**src/rtl/sram_port_arbiter.sv**
```systemverilog
// Two-port arbiter in front of a single-port word SRAM: I-fetch (read-only)
// and D (read/write), round-robin on conflict, registered read data.
module sram_port_arbiter #(
   parameter int ADDR_W = 14,
   parameter int DATA_W = 32,
   parameter int CNT_W  = 16
) (
   input  logic                clk,
   input  logic                rst,
   input  logic                i_req,
   input  logic [ADDR_W-1:0]   i_addr,
   output logic                i_ack,
   output logic                i_valid,
   output logic [DATA_W-1:0]   i_rdata,
   input  logic                d_req,
   input  logic [ADDR_W-1:0]   d_addr,
   input  logic [DATA_W/8-1:0] d_wen,
   input  logic [DATA_W-1:0]   d_wdata,
   output logic                d_ack,
   output logic                d_valid,
   output logic [DATA_W-1:0]   d_rdata,
   output logic [ADDR_W-1:0]   sram_addr,
   output logic                sram_read,
   output logic [DATA_W/8-1:0] sram_write,
   output logic [DATA_W-1:0]   sram_di,
   input  logic [DATA_W-1:0]   sram_do,
   output logic [CNT_W-1:0]    conflict_cnt
);

   typedef enum logic {
      LAST_I = 1'b0,
      LAST_D = 1'b1
   } last_t;

   last_t last_grant;
   last_t last_next;
   logic  grant_i;
   logic  grant_d;
   logic  d_is_read;

   assign d_is_read = ~|d_wen;

   // Tie goes to whichever port did not win the previous grant.
   always_comb begin
      grant_i   = 1'b0;
      grant_d   = 1'b0;
      last_next = last_grant;
      if (!rst) begin
         if (i_req && d_req) begin
            grant_i = (last_grant == LAST_D);
            grant_d = (last_grant == LAST_I);
         end else begin
            grant_i = i_req;
            grant_d = d_req;
         end
         if (grant_i) last_next = LAST_I;
         if (grant_d) last_next = LAST_D;
      end
   end

   assign i_ack = grant_i;
   assign d_ack = grant_d;

   always_comb begin
      sram_addr  = '0;
      sram_read  = 1'b0;
      sram_write = '0;
      sram_di    = '0;
      if (grant_i) begin
         sram_addr = i_addr;
         sram_read = 1'b1;
      end else if (grant_d) begin
         sram_addr  = d_addr;
         sram_read  = d_is_read;
         sram_write = d_wen;
         sram_di    = d_wdata;
      end
   end

   always_ff @(posedge clk or posedge rst) begin
      if (rst) begin
         last_grant <= LAST_D;
      end else begin
         last_grant <= last_next;
      end
   end

   always_ff @(posedge clk or posedge rst) begin
      if (rst) begin
         i_valid <= 1'b0;
         i_rdata <= '0;
      end else begin
         i_valid <= grant_i;
         if (grant_i) i_rdata <= sram_do;
      end
   end

   // Writes pulse d_valid but leave d_rdata untouched.
   always_ff @(posedge clk or posedge rst) begin
      if (rst) begin
         d_valid <= 1'b0;
         d_rdata <= '0;
      end else begin
         d_valid <= grant_d;
         if (grant_d && d_is_read) d_rdata <= sram_do;
      end
   end

   always_ff @(posedge clk or posedge rst) begin
      if (rst) begin
         conflict_cnt <= '0;
      end else if (i_req && d_req && !(&conflict_cnt)) begin
         conflict_cnt <= conflict_cnt + CNT_W'(1);
      end
   end

endmodule
```
**config.mk**
```make
export PLATFORM = sky130hd
export DESIGN_NAME = sram_port_arbiter
export DESIGN_NICKNAME = d
export VERILOG_FILES = /design/src/rtl/sram_port_arbiter.sv
export SDC_FILE = /design/constraint.sdc
export NUM_CORES = 1
export LEC_CHECK = 0
export CAP_MARGIN = 15
export CORE_MARGIN = 2
export CORE_UTILIZATION = 39
export DETAILED_ROUTE_END_ITERATION = 6
export PLACE_DENSITY = 0.94
export SLEW_MARGIN = 20
export SYNTH_ARGS = -nofsm -noshare
export SYNTH_HDL_FRONTEND = slang
export SYNTH_SLANG_ARGS = --single-unit
```
**constraint.sdc**
```tcl
create_clock -name clk -period 10.05 [get_ports clk]
set_input_delay 1.005 -clock clk [delete_from_list [all_inputs] [get_ports clk]]
set_output_delay 1.005 -clock clk [all_outputs]
set_load 0.02 [all_outputs]
```
**Yosys cells after proc, flatten, opt, wreduce, memory -nomap -nowiden**

Index checks and enable logic that the tools add are counted.

- Output and inout bits: 135
- Bits of input ports: 100
- Register bits: 83
- Word-level logic and storage cells: 34

- Multiplexer cells: 16
- Reduce and logical (&&, ||, !) cells: 9
- $add $sub $neg: 1
- Bitwise gates (word level): 2

Operators with widths:

| operator | count |
|---|---|
| 2-to-1 mux 32 bit | 2 |
| 2-to-1 mux 14 bit | 2 |
| adder 16 x 1 -> 16 bit, second input constant | 1 |
| AND reduction 16 bit | 1 |
| 2-to-1 mux 1 bit | 10 |
| 2-to-1 mux 4 bit | 2 |
| OR reduction 4 bit | 1 |
| logical AND 1 bit | 3 |
| logical NOT 1 bit | 2 |
| inverter 1 bit | 2 |
| AND reduction 2 bit | 1 |
| nonzero test 2 bit | 1 |

**Longest topological paths before layout**

- Depth after elaboration: 6
- Gate-level depth with buffers: 5
- Depth with buffers taken out: 5

**Worst setup path after synthesis**

OpenSTA, ideal clock, no wires.

- Kind: input to output
- Start: in rst
- End: out sram_addr[10]
- Data arrival time: 4.365 ns
- Setup slack: 4.680 ns
- Stages on the path: 5
- Required time: 9.045 ns
- Path buffers: 1
- Path through: inv_1 nand3_1 inv_1 buf_1 a22o_1

- Elaborated cells between the ends (all ways): 4
- Classes of those cells: mux: 4

RTL lines:

| item | line | RTL |
|---|---|---|
| from (decl) | 9 | `input logic rst,` |
| 2-to-1 mux 1 bit | 48 | `if (!rst) begin` |
| named net i_ack | 12 | `output logic i_ack,` |
| 2-to-1 mux 14 bit | 69 | `if (grant_i) begin` |
| to (decl) | 22 | `output logic [ADDR_W-1:0] sram_addr,` |

The timed path passes the listed nets, and every way through them passes these cells.

**Worst setup path after layout**

- Start: in rst
- End: out sram_addr[3]

- Longest elaborated chain between the ends: 3
- Elaborated cells between the ends (all ways): 4
- Classes of those cells: mux: 4

RTL lines:

| item | line | RTL |
|---|---|---|
| 2-to-1 mux 1 bit | 48 |  |
| 2-to-1 mux 14 bit | 72 | `end else if (grant_d) begin` |
| 2-to-1 mux 14 bit * | 69 |  |

Every way passes the cells marked *; elsewhere a longest branch is shown, timed or not.

==> impl_metrics.env <==
export IMPL_h_tree_depth=3
export IMPL_synth_edf_count=0
export IMPL_final_cell_mix="clkdlybuf4s50_1, dfrtp_1, mux2_2, and2_1, a22o_1"
export IMPL_yosysUniqueCellTypes=26
export IMPL_track_usage=0.2279
export IMPL_avgViaCountPerCell=4.997
export IMPL_rsz0062_at_grt="no"
export IMPL_synth_seq_cells=83
export IMPL_worst_path_max_fanout=85
export IMPL_endpoint_kind="primary output"
export IMPL_seq_power_share=0.403
export IMPL_fmax_mhz=176.7
export IMPL_start_util=0.3985
export IMPL_row_count=35
export IMPL_vdd_drop_max_mv=0.07664
export IMPL_crit_type="primary input to primary output"
export IMPL_path_clk_slew_ns=0.08
export IMPL_final_antenna_net_count=0
export IMPL_cp_required_ns=9.05
export IMPL_postSynthCellCount=275
export IMPL_hpwl_mm=9.105
export IMPL_power_total_uw=1123
export IMPL_setup_ws_ns=4.390
export IMPL_synthArstFlopShare=1.000
export IMPL_clk_latency_ns=0.33
export IMPL_critPathSlowestCell="nand3_2"
export IMPL_num_vias=3133
export IMPL_final_common_cell="clkdlybuf4s50_1"
export IMPL_num_nets_final=612
export IMPL_clockBufferDepth=2
export IMPL_synthFlopType="dfrtp_1"
export IMPL_fin_crit_sh=0.5632
export IMPL_grt_max_degree=86
export IMPL_drive_gt1_frac=0.1744
export IMPL_cp_arrival_ns=4.66
export IMPL_syn2layout_area_growth_pct=74.31
export IMPL_p_sw_frac=0.3192
export IMPL_finClkSkew_ns=0.009854
export IMPL_fin_crit_ns=5.660
export IMPL_grt_ovfl_total=0
export IMPL_place_ws_ns=3.984
export IMPL_finalWirelength_mm=11.57
export IMPL_tns_ns=0
export IMPL_switching_power_uw=358.3
export IMPL_status="completed"
export IMPL_startpoint_type="primary input"
export IMPL_worstPathCellList="clkdlybuf4s50_1 > clkinv_2 > buf_6 > nand3_2 > inv_1 > a22o_1 > clkdlybuf4s50_1"
export IMPL_cts_tree="yes"
export IMPL_final_util=0.6946
export IMPL_crit_top_cell="clkdlybuf4s50_1"
export IMPL_grt_antenna_before_repair=1
export IMPL_hp_class="flip-flop to flip-flop"
export IMPL_tightest_slew_ns=0.9177
export IMPL_gp_congestion=0.8818
export IMPL_powerDensity_nw_per_um2=176.6
export IMPL_cts_resized=0
export IMPL_leakage_uw=0.002718
export IMPL_synth_warnings=0
export IMPL_wl_per_cell_um=18.44
export IMPL_netlist_area_um2=3647
export IMPL_finalNonFillerCells=627
export IMPL_grt_pass1_wl_mm=17.64
export IMPL_final_hold_violation_count=0
export IMPL_port_buffers=234
export IMPL_nFillCells=651
export IMPL_drc=0
export IMPL_n_antenna_cell=0
export IMPL_cts_root_buf="clkbuf_8"
export IMPL_io_pins=235
export IMPL_slowest_delay_ns=0.88
export IMPL_post_cts_buffers=0
export IMPL_drv_cap=0
export IMPL_power_frac_clock=0.227
export IMPL_die_h_um=100.7
export IMPL_ctsHoldBuffers=0
export IMPL_seq_area_frac_synth=0.5698
export IMPL_dieArea_um2=10140
export IMPL_die_x_um=100.7
export IMPL_drt_iter0_drc=45
export IMPL_dp_cells=610
export IMPL_comb_power_share=0.371
export IMPL_p_int_uw=764.2
export IMPL_final_max_slew_viol_count=0
export IMPL_setup_viol=0
export IMPL_relSlewSlack=0.3875
export IMPL_numCtsBuffers=9
export IMPL_dr_pass1_iters=4
export IMPL_coreArea_um2=9153
export IMPL_grt_pass1_vias=3403
export IMPL_clock_sinks=83
export IMPL_avgSynthCellArea_um2=13.26
export IMPL_syn_nets=376
==> sequential cells by signal, indices dropped and copies added, names as in the netlist <==
name	cells
d_rdata	32
last_grant	1
i_valid	1
i_rdata	32
conflict_cnt	16
d_valid	1
==> final cells by class <==
type                    count  area, um2  area share
repair buffers            237       2389      0.3757
flip-flops and latches     83       2078      0.3269
multi-input cells         175       1510      0.2376
clock buffers              12      165.2     0.02598
well taps                 111      138.9     0.02185
clock inverters             4      56.30    0.008857
inverters                   5      20.02    0.003149
==> stage by stage <==
stage	cell area [um2]	hold slack, ns
after floorplan	3647	0.4747
after global placement	6105	0.4871
after detailed placement	6105	0.4923
after CTS	6326	0.5117
after global routing	6357	0.5320
final	6357	0.5112
==> routing by layer <==
layer / up-vias / track usage / wire length (um)
li1: 1436 / - / -
met1: 1529 / 0.2444 / 4148
met2: 139 / 0.4236 / 6392
met3: 27 / 0.05270 / 655
met4: 2 / 0.1001 / 356
met5: - / 0 / 12
==> power groups by stage <==
stage	registers, uW	clock network [uW]	logic (uW)
final	452	254	416
after global routing	462	274	439
after CTS	453	259	419
after detailed placement	459	0	417
after global placement	454	0	407
after floorplan	531	0	109
==> worst paths after layout <==
path                                          from                 endpoint  slack (ns)  depth (start not counted)
setup reg to reg            last_grant$_DFFE_PP1P_        i_valid$_DFF_PP0_        7.69                          3
hold reg to reg            d_rdata[30]$_DFFE_PP0P_  d_rdata[30]$_DFFE_PP0P_        0.51                          1
setup / recovery                               rst             sram_addr[3]        4.39                          7
max in group asynchronous                      rst   i_rdata[4]$_DFFE_PP0P_        8.28                          3
min in group asynchronous                      rst  d_rdata[25]$_DFFE_PP0P_        1.23                          3
hold / removal             d_rdata[30]$_DFFE_PP0P_  d_rdata[30]$_DFFE_PP0P_        0.51                          1
==> kinds of logic (layout without fill, tap and decap cells) <==
family	count (synthesis)	count (layout)	share of synthesized area
compound gates	17	17	0.04494
xor+xnor	15	15	0.03602
fa+ha+maj	1	1	0.003430
buf+inv	17	258	0.01955
flops	83	83	0.5698
mux	65	65	0.2017
simple gates	77	77	0.1245
==> cells in the mapped netlist (3+ instances only) <==
master	number	area share
a22o_1	14	0.034
and2_1	37	0.063
buf_2	6	0.0082
clkbuf_1	5	0.0051
dfrtp_1	82	0.56
inv_1	5	0.0051
mux2_2	64	0.20
nand2_1	11	0.011
nand3_1	3	0.0041
nand4_1	4	0.0069
nor3_1	7	0.0096
nor4_1	7	0.012
xnor2_1	4	0.0096
xor2_1	11	0.026
==> critical path, delay by kind of cell <==
| family | cells | cell delay, ns |
|---|---|---|
| compound gates | 1 | 0.25 |
| buf+inv | 5 | 2.47 |
| simple gates | 1 | 0.88 |
(Power assumes the default switching activity.)
